--- src/rtl/dmux_issue_ctrl.sv ---
// Upstream issue controller for dmux_lfmr: freezes sel/in while a transaction drains through the demux
// and raises a one-hot out_valid aligned with the demux output. Optional macro: DMUX_ISSUE_SAME_SEL_STREAM_EN.
//
// state | meaning
// IDLE  | ready for a new transaction
// HOLD  | sel/in frozen while the last issue drains through the demux pipeline

module dmux_issue_ctrl #(
  parameter int WIDTH        = 8,
  parameter int OUTPUT_COUNT = 4,
  parameter int LATENCY      = 2,
  parameter int SEL_W        = $clog2(OUTPUT_COUNT) + 1
) (
  input  logic                    clk,
  input  logic                    rst,
  input  logic                    s_valid,
  output logic                    s_ready,
  input  logic [SEL_W-1:0]        s_sel,
  input  logic [WIDTH-1:0]        s_data,
  output logic [SEL_W-1:0]        dmux_sel,
  output logic [WIDTH-1:0]        dmux_in,
  output logic [OUTPUT_COUNT-1:0] out_valid,
  output logic                    err_oor,
  output logic                    busy
);

  localparam int CNT_W = (LATENCY < 1) ? 1 : $clog2(LATENCY + 1);
  localparam int TAG_D = (LATENCY < 1) ? 1 : LATENCY;
  localparam logic [CNT_W-1:0] CNT_LOAD  = CNT_W'(LATENCY);
  localparam logic [SEL_W-1:0] SEL_LIMIT = SEL_W'(OUTPUT_COUNT);

  typedef enum logic [0:0] {
    ST_IDLE = 1'b0,
    ST_HOLD = 1'b1
  } state_t;

  state_t                         state_q, state_d;
  logic [CNT_W-1:0]               cnt_q, cnt_d;
  logic [SEL_W-1:0]               dmux_sel_q, dmux_sel_d;
  logic [WIDTH-1:0]               dmux_in_q, dmux_in_d;
  logic [OUTPUT_COUNT-1:0]        out_valid_q, out_valid_d;
  logic                           err_oor_q, err_oor_d;
  logic                           s_ready_q, s_ready_d;
  logic [TAG_D-1:0]               tag_vld_q, tag_vld_d;
  logic [TAG_D-1:0][SEL_W-1:0]    tag_sel_q, tag_sel_d;

  logic             acc;
  logic             in_range;
  logic             acc_in;
  logic             acc_oor;
  logic             last_vld;
  logic [SEL_W-1:0] last_sel;

`ifdef DMUX_ISSUE_SAME_SEL_STREAM_EN
  // While holding, a transaction for the same output may join the stream.
  assign s_ready = s_ready_q | ((state_q == ST_HOLD) & s_valid & (s_sel == dmux_sel_q));
`else
  assign s_ready = s_ready_q;
`endif

  assign acc      = s_valid & s_ready;
  assign in_range = (s_sel < SEL_LIMIT);
  assign acc_in   = acc & in_range;
  assign acc_oor  = acc & ~in_range;

  always_comb begin
    state_d    = state_q;
    cnt_d      = cnt_q;
    dmux_sel_d = dmux_sel_q;
    dmux_in_d  = dmux_in_q;
    case (state_q)
      ST_IDLE: begin
        if (acc_in) begin
          dmux_sel_d = s_sel;
          dmux_in_d  = s_data;
          if (LATENCY > 0) begin
            state_d = ST_HOLD;
            cnt_d   = CNT_LOAD;
          end
        end
      end
      ST_HOLD: begin
        if (acc_in) begin
          dmux_in_d = s_data;
          cnt_d     = CNT_LOAD;
        end else if (cnt_q == CNT_W'(1)) begin
          state_d = ST_IDLE;
        end else begin
          cnt_d = cnt_q - CNT_W'(1);
        end
      end
      default: state_d = ST_IDLE;
    endcase
    err_oor_d = acc_oor;
    s_ready_d = (state_d == ST_IDLE);
  end

  // Tag pipeline mirrors the demux depth so out_valid lands with the data.
  always_comb begin
    tag_vld_d = '0;
    tag_sel_d = tag_sel_q;
    last_vld  = 1'b0;
    last_sel  = '0;
    if (LATENCY > 0) begin
      for (int i = TAG_D - 1; i > 0; i--) begin
        tag_vld_d[i] = tag_vld_q[i-1];
        tag_sel_d[i] = tag_sel_q[i-1];
      end
      tag_vld_d[0] = acc_in;
      tag_sel_d[0] = s_sel;
      last_vld     = tag_vld_q[TAG_D-1];
      last_sel     = tag_sel_q[TAG_D-1];
    end else begin
      last_vld = acc_in;
      last_sel = s_sel;
    end
    out_valid_d = '0;
    for (int i = 0; i < OUTPUT_COUNT; i++) begin
      out_valid_d[i] = last_vld & (last_sel == SEL_W'(i));
    end
  end

  always_ff @(posedge clk) begin
    if (rst) begin
      state_q     <= ST_IDLE;
      cnt_q       <= '0;
      dmux_sel_q  <= '0;
      dmux_in_q   <= '0;
      out_valid_q <= '0;
      err_oor_q   <= 1'b0;
      s_ready_q   <= 1'b0;
      tag_vld_q   <= '0;
      tag_sel_q   <= '0;
    end else begin
      state_q     <= state_d;
      cnt_q       <= cnt_d;
      dmux_sel_q  <= dmux_sel_d;
      dmux_in_q   <= dmux_in_d;
      out_valid_q <= out_valid_d;
      err_oor_q   <= err_oor_d;
      s_ready_q   <= s_ready_d;
      tag_vld_q   <= tag_vld_d;
      tag_sel_q   <= tag_sel_d;
    end
  end

  assign dmux_sel  = dmux_sel_q;
  assign dmux_in   = dmux_in_q;
  assign out_valid = out_valid_q;
  assign err_oor   = err_oor_q;
  assign busy      = (state_q == ST_HOLD) | (|tag_vld_q);

endmodule

--- config.mk ---
export PLATFORM = sky130hd
export DESIGN_NAME = dmux_issue_ctrl
export DESIGN_NICKNAME = d
export VERILOG_FILES = /design/src/rtl/dmux_issue_ctrl.sv
export SDC_FILE = /design/constraint.sdc
export NUM_CORES = 1
export LEC_CHECK = 0
export BUFFER_PORTS_ARGS = -buffer_cell sky130_fd_sc_hd__buf_2
export CORE_UTILIZATION = 50
export DETAILED_ROUTE_END_ITERATION = 8
export PLACE_DENSITY = 0.83
export SKIP_LAST_GASP = 1
export SLEW_MARGIN = 20
export SYNTH_ARGS = -nofsm -noshare
export SYNTH_HDL_FRONTEND = slang
export SYNTH_SLANG_ARGS = --single-unit
export TNS_END_PERCENT = 10
--- constraint.sdc ---
create_clock -name clk -period 1.6 [get_ports clk]
set_input_delay 0.08 -clock clk [delete_from_list [all_inputs] [get_ports clk]]
set_output_delay 0.08 -clock clk [all_outputs]
set_load 0.05 [all_outputs]
[Word level (Yosys, flattened, before mapping)]
Index checks and enable logic that the tools add are counted.
Cells by class
  equal/unequal tests: 6
  add/sub/neg operators: 1
  shift operators: 0
  $lt $le $gt $ge: 1
  reduce and logical (&&, ||, !) cells: 4
  bitwise operators: 11
  muxes and demuxes: 9
  multiply operators: 0
  divide/modulo/power cells: 0
Operators with widths (number)
  $mux W8: 1
  $and A1 B1 Y1: 7
  $eq A3 B2 Y1 const B: 2
  $mux W2: 3
  $pmux W2 S2: 1
  $reduce_and A2 Y1: 2
  $eq A3 B1 Y1 const B: 1
  $logic_not A3 Y1: 1
  $lt A3 B3 Y1 const B: 1
  $mux W1: 3
  $ne A3 B3 Y1 const B: 1
  $not A1 Y1: 3
  $eq A2 B1 Y1 const B: 1
  $ne A2 B2 Y1 const B: 1
  $pmux W1 S2: 1
  $reduce_or A2 Y1: 1
  $sub A2 B1 Y2 const B: 1
  $or A1 B1 Y1: 1
Word-level totals
  memories: 0
  memory bits (writable): 0
  bits in read-only memories: 0
  input bits: 14
  output and inout bits: 18
  bits in registers: 28
  word-level logic and storage cells: 42
  latch bits: 0

[Logic depth before layout (Yosys ltp)]
  depth in word-level cells: 5
  mapped depth: 5
  depth with buffers taken out: 5

[Least setup slack after synthesis]
No wires, ideal clock.
  path kind: flip-flop to flip-flop
  from: register s_ready_q, in the netlist s_ready
  to: register dmux_in_q[0], in the netlist dmux_in[0]
  path buffers: 1
  required time: 1.530 ns
  setup time: 0.070 ns
  cell stages (with the launch flop): 5
  setup slack: 0.351 ns
  period minus slack after synthesis: 1.249 ns
  data arrival time: 1.179 ns
  path through: dfxtp_1 and3b_1 buf_6 nand2_1 a21oi_1
On the way
  word-level cells in the longest chain between the ends: 2
RTL lines
  start: declaration: line 43  | logic s_ready_q, s_ready_d;
  start signal: assignment: line 141  | s_ready_q <= s_ready_d;
  $and A1 B1 Y1: line 61  | assign acc = s_valid & s_ready;
  $and A1 B1 Y1: line 63  | assign acc_in = acc & in_range;
  end signal: assignment: line 138  | dmux_in_q <= dmux_in_d;
  end: declaration: line 40  | logic [WIDTH-1:0] dmux_in_q, dmux_in_d;
Every way passes these cells.
A chain may end at the register's enable or synchronous reset.

[Worst setup path in the final report]
  from: register tag_vld_q[1]
  to: output busy
On the way
  word-level cells in the longest chain between the ends: 2
RTL lines
  start: declaration: line 44  | logic [TAG_D-1:0] tag_vld_q, tag_vld_d;
  start signal: assignment: line 142  | tag_vld_q <= tag_vld_d;
  $reduce_or A2 Y1: line 151  | assign busy = (state_q == ST_HOLD) | (|tag_vld_q);
  $or A1 B1 Y1: line 151
  end: declaration: line 24  | output logic busy
Every way passes these cells.

==> run_results.csv <==
group,metric,value,unit
cts,worst_skew_pair.late_latency,0.32,ns
sta,hold_viol,0,
place,dp.cells,144,
global_routing,grt_pass1_vias,654,
synth,yosysMostFrequentCell,"dfxtp_1",
synth,synthArstFlopShare,0,%
floorplanning,initial_core_util,53.6,%
pwr,leakagePower,0.556,nW
pwr,p_per_area,996,nW/um^2
sta,setup_viol,0,
job,drv_cap,0,
layout,synthToLayoutAreaGrowth,31.8,%
worst_hold_path,holdPathEnd,"tag_sel_d[5]$_SDFF_PP0_",
worst_setup_path,reg2reg_to,"dmux_sel[1]$_SDFFE_PP0P_",
worst_setup_path,worstReg2RegStart,"s_ready$_SDFF_PP0_",
floorplanning,io_pins,32,
global_routing,grtUsageTotal,19.5,%
worst_setup_path,worstSetupStartpointType,"flip-flop",
route,vias,784,
pwr,comb_power_share,12.7,%
layout,multi_input_area,332,um^2
synth,syn-cell-area,925,um^2
synth,ys_ff_latch,28,
global_routing,grt_pass1_wl,2750,um
layout,nFillCells,127,
worst_setup_path,worst_ep_arrival_time,1.23,ns
layout,final_cells,158,
place,post_dp_cell_area,1080,um^2
sta,fin_tns_setup,0,ns
worst_setup_path,required,1.52,ns
place,post-place-ws,0.347,ns
pwr,power.switching,0.293,mW
place,gp_congestion,0.699,
synth,ys_top_cells_by_count,"dfxtp_1 (28), nand2_1 (19), a21oi_1 (11), nor2b_1 (6), nor2_1 (4)",
worst_hold_path,hold_start,"s_sel[2]",
floorplanning,die_h,45.0,um
cts,clock-sinks,28,
cts,numCtsBuffers,3,
sta,rsz0062_at_grt,"no",
cts,cts-resized-gates,0,
pwr,pwr-share-clk,26.7,%
synth,synth_top_cell_area_share,60.6,%
worst_hold_path,hold_path_depth,2,
sta,whs,0.0470,ns
sta,slew_viol_final,0,
place,dp_hpwl,1220,um
sta,fin_crit,1.31,ns
layout,layout.nets,149,
status,status,"finished, final reports clean",
sta,fin_crit_sh,82.1,%
worst_setup_path,critPathKind,"flip-flop to output pin",
sta,skew,0.00158,ns
worst_setup_path,cp-end-kind,"output pin",
cts,tritoncts,"built",
worst_hold_path,hold_class,"primary input to flip-flop",
cts,holdBufCountCts,10,
cts,cts_setup_buffers,0,
global_routing,antenna_found_initial,0,
route,remaining_drc_errors,0,
sta,worst_pin_slew,0.448,ns
cts,clock-root-buffer,"clkbuf_4",
layout,utilization,70.6,%
worst_setup_path,cp_max_fo,2,
synth,synth_ff_type,"dfxtp_1",
worst_setup_path,crit_buf_inv,1,
layout,regArea,561,um^2
worst_setup_path,critPathSlowestCell,"or3_1",
route,routedWlPerCell,11.5,um
synth,synth-edff-count,0,
worst_setup_path,worstPathCellList,"or3_1 > buf_2",
pwr,p_int,0.921,mW
floorplanning,fp.dieW,45.0,um
global_routing,grt_max_degree,25,
synth,synth_seq_area_share,60.6,%
floorplanning,rows,15,
cts,cts_buffer_depth,2,
global_routing,grt_overflow,0,
cts,clk_pin_slew,0.13,ns
place,port_buffers,31,
synth,avgSynthCellArea,10.1,um^2
route,wirelength,1820,um
layout,final_cell_area,1220,um^2
sta,postLayoutSetupSlackWorst,0.287,ns
sta,maxSlewHeadroom,70.0,%
synth,synth_cell_type_count,23,
cts,htreeDepth,1,
pwr,power_frac_seq,60.7,%
worst_setup_path,cpPeakStageDelay,0.37,ns
route,first_pass_iters,4,
floorplanning,core_area,1730,um^2
floorplanning,dieArea,2030,um^2
layout,layout-drive-gt1-share,29.3,%
route,drtIter0Drc,10,
pwr,switching_share,24.2,%
route,route.antenna.remaining_nets,0,
synth,synth_nets,107,
synth,synth_area_leaders,"dfxtp_1 (61%), nand2_1 (7.7%), a21oi_1 (6.0%)",
synth,ys_warn_count,0,
worst_setup_path,r2r_setup_slack,0.35,ns
pwr,power,1.21,mW
synth,synthCells,92,
worst_setup_path,reg2regPathDepth,3,
pwr,peakVddDrop,0.667,mV
synth,yosysTopAreaCell,"dfxtp_1",
sta,fmax,0.762,GHz
worst_setup_path,cpLargestDelayFamily,"simple AND/OR/NAND/NOR gates",
layout,n_antenna_cell,0,
route,avgViaCountPerCell,4.96,
[state kept, by name, indices dropped and copies added, names as in the netlist]
register,count
tag_vld_q,2
last_sel,3
tag_sel_d,3
state_q,1
err_oor,1
out_valid,4
s_ready,1
dmux_sel,3
cnt_q,2
dmux_in,8
[worst max-delay path by stage]
stage,from,endpoint,slack (ns),cells past startpoint
after floorplan,s_ready$_SDFF_PP0_,dmux_in[0]$_SDFFE_PP0P_,0.35,4
after global routing,s_ready$_SDFF_PP0_,dmux_sel[1]$_SDFFE_PP0P_,0.21,3
after CTS,state_q$_SDFF_PP0_,busy,0.27,2
after global placement,s_ready$_SDFF_PP0_,dmux_sel[1]$_SDFFE_PP0P_,0.44,3
after detailed placement,s_ready$_SDFF_PP0_,dmux_sel[1]$_SDFFE_PP0P_,0.35,3
final,tag_vld_q[1]$_SDFF_PP0_,busy,0.29,2
[metal layers]
layer	track usage, %	wire length [um]
met3	7.60	117
met5	0	0
met2	33.9	962
met4	7.27	46
met1	21.4	698
[cells by family after synthesis]
| family | share of synthesized area, % |
|---|---|
| muxes | 1.08 |
| DFF | 60.6 |
| adders and majority gates | 1.35 |
| and+or+nand+nor | 25.4 |
| AOI/OAI and AO/OA | 7.04 |
| xor gates and xnor gates | 0.947 |
| buffers and inverters | 3.52 |
[power groups by stage]
stage	sequential [mW]	combinational, mW	clock [mW]
2_1_floorplan	0.788	0.0587	0
6_report	0.736	0.154	0.324
3_3_place_gp	0.749	0.131	0
5_1_grt	0.739	0.166	0.353
3_5_place_dp	0.751	0.134	0
4_1_cts	0.736	0.153	0.342
[cell usage in the layout, fill, tap and decap left out]
cell type,instances
clkbuf_8,1
buf_2,31
clkbuf_4,3
xnor2_1,1
or3_1,1
nor3b_1,2
dlygate4sd3_1,10
nand3b_1,1
and4bb_2,1
o21ai_0,2
nor2b_1,6
dfxtp_1,28
and2b_2,1
inv_1,1
mux2i_1,1
nor2b_2,1
nor3_1,2
and3_1,2
nand2_1,19
nor2_1,4
and3b_1,2
nor3b_2,1
a21oi_1,11
ha_1,1
[area by class of cell]
cell class | instances | share of cell area, %
Sequential cell | 28 | 46.0
Multi-Input combinational cell | 59 | 27.2
Timing Repair Buffer | 41 | 20.9
Clock buffer | 4 | 2.98
Tap cell | 25 | 2.57
Inverter | 1 | 0.308
No activity file was read; power rests on OpenSTA's default activity.
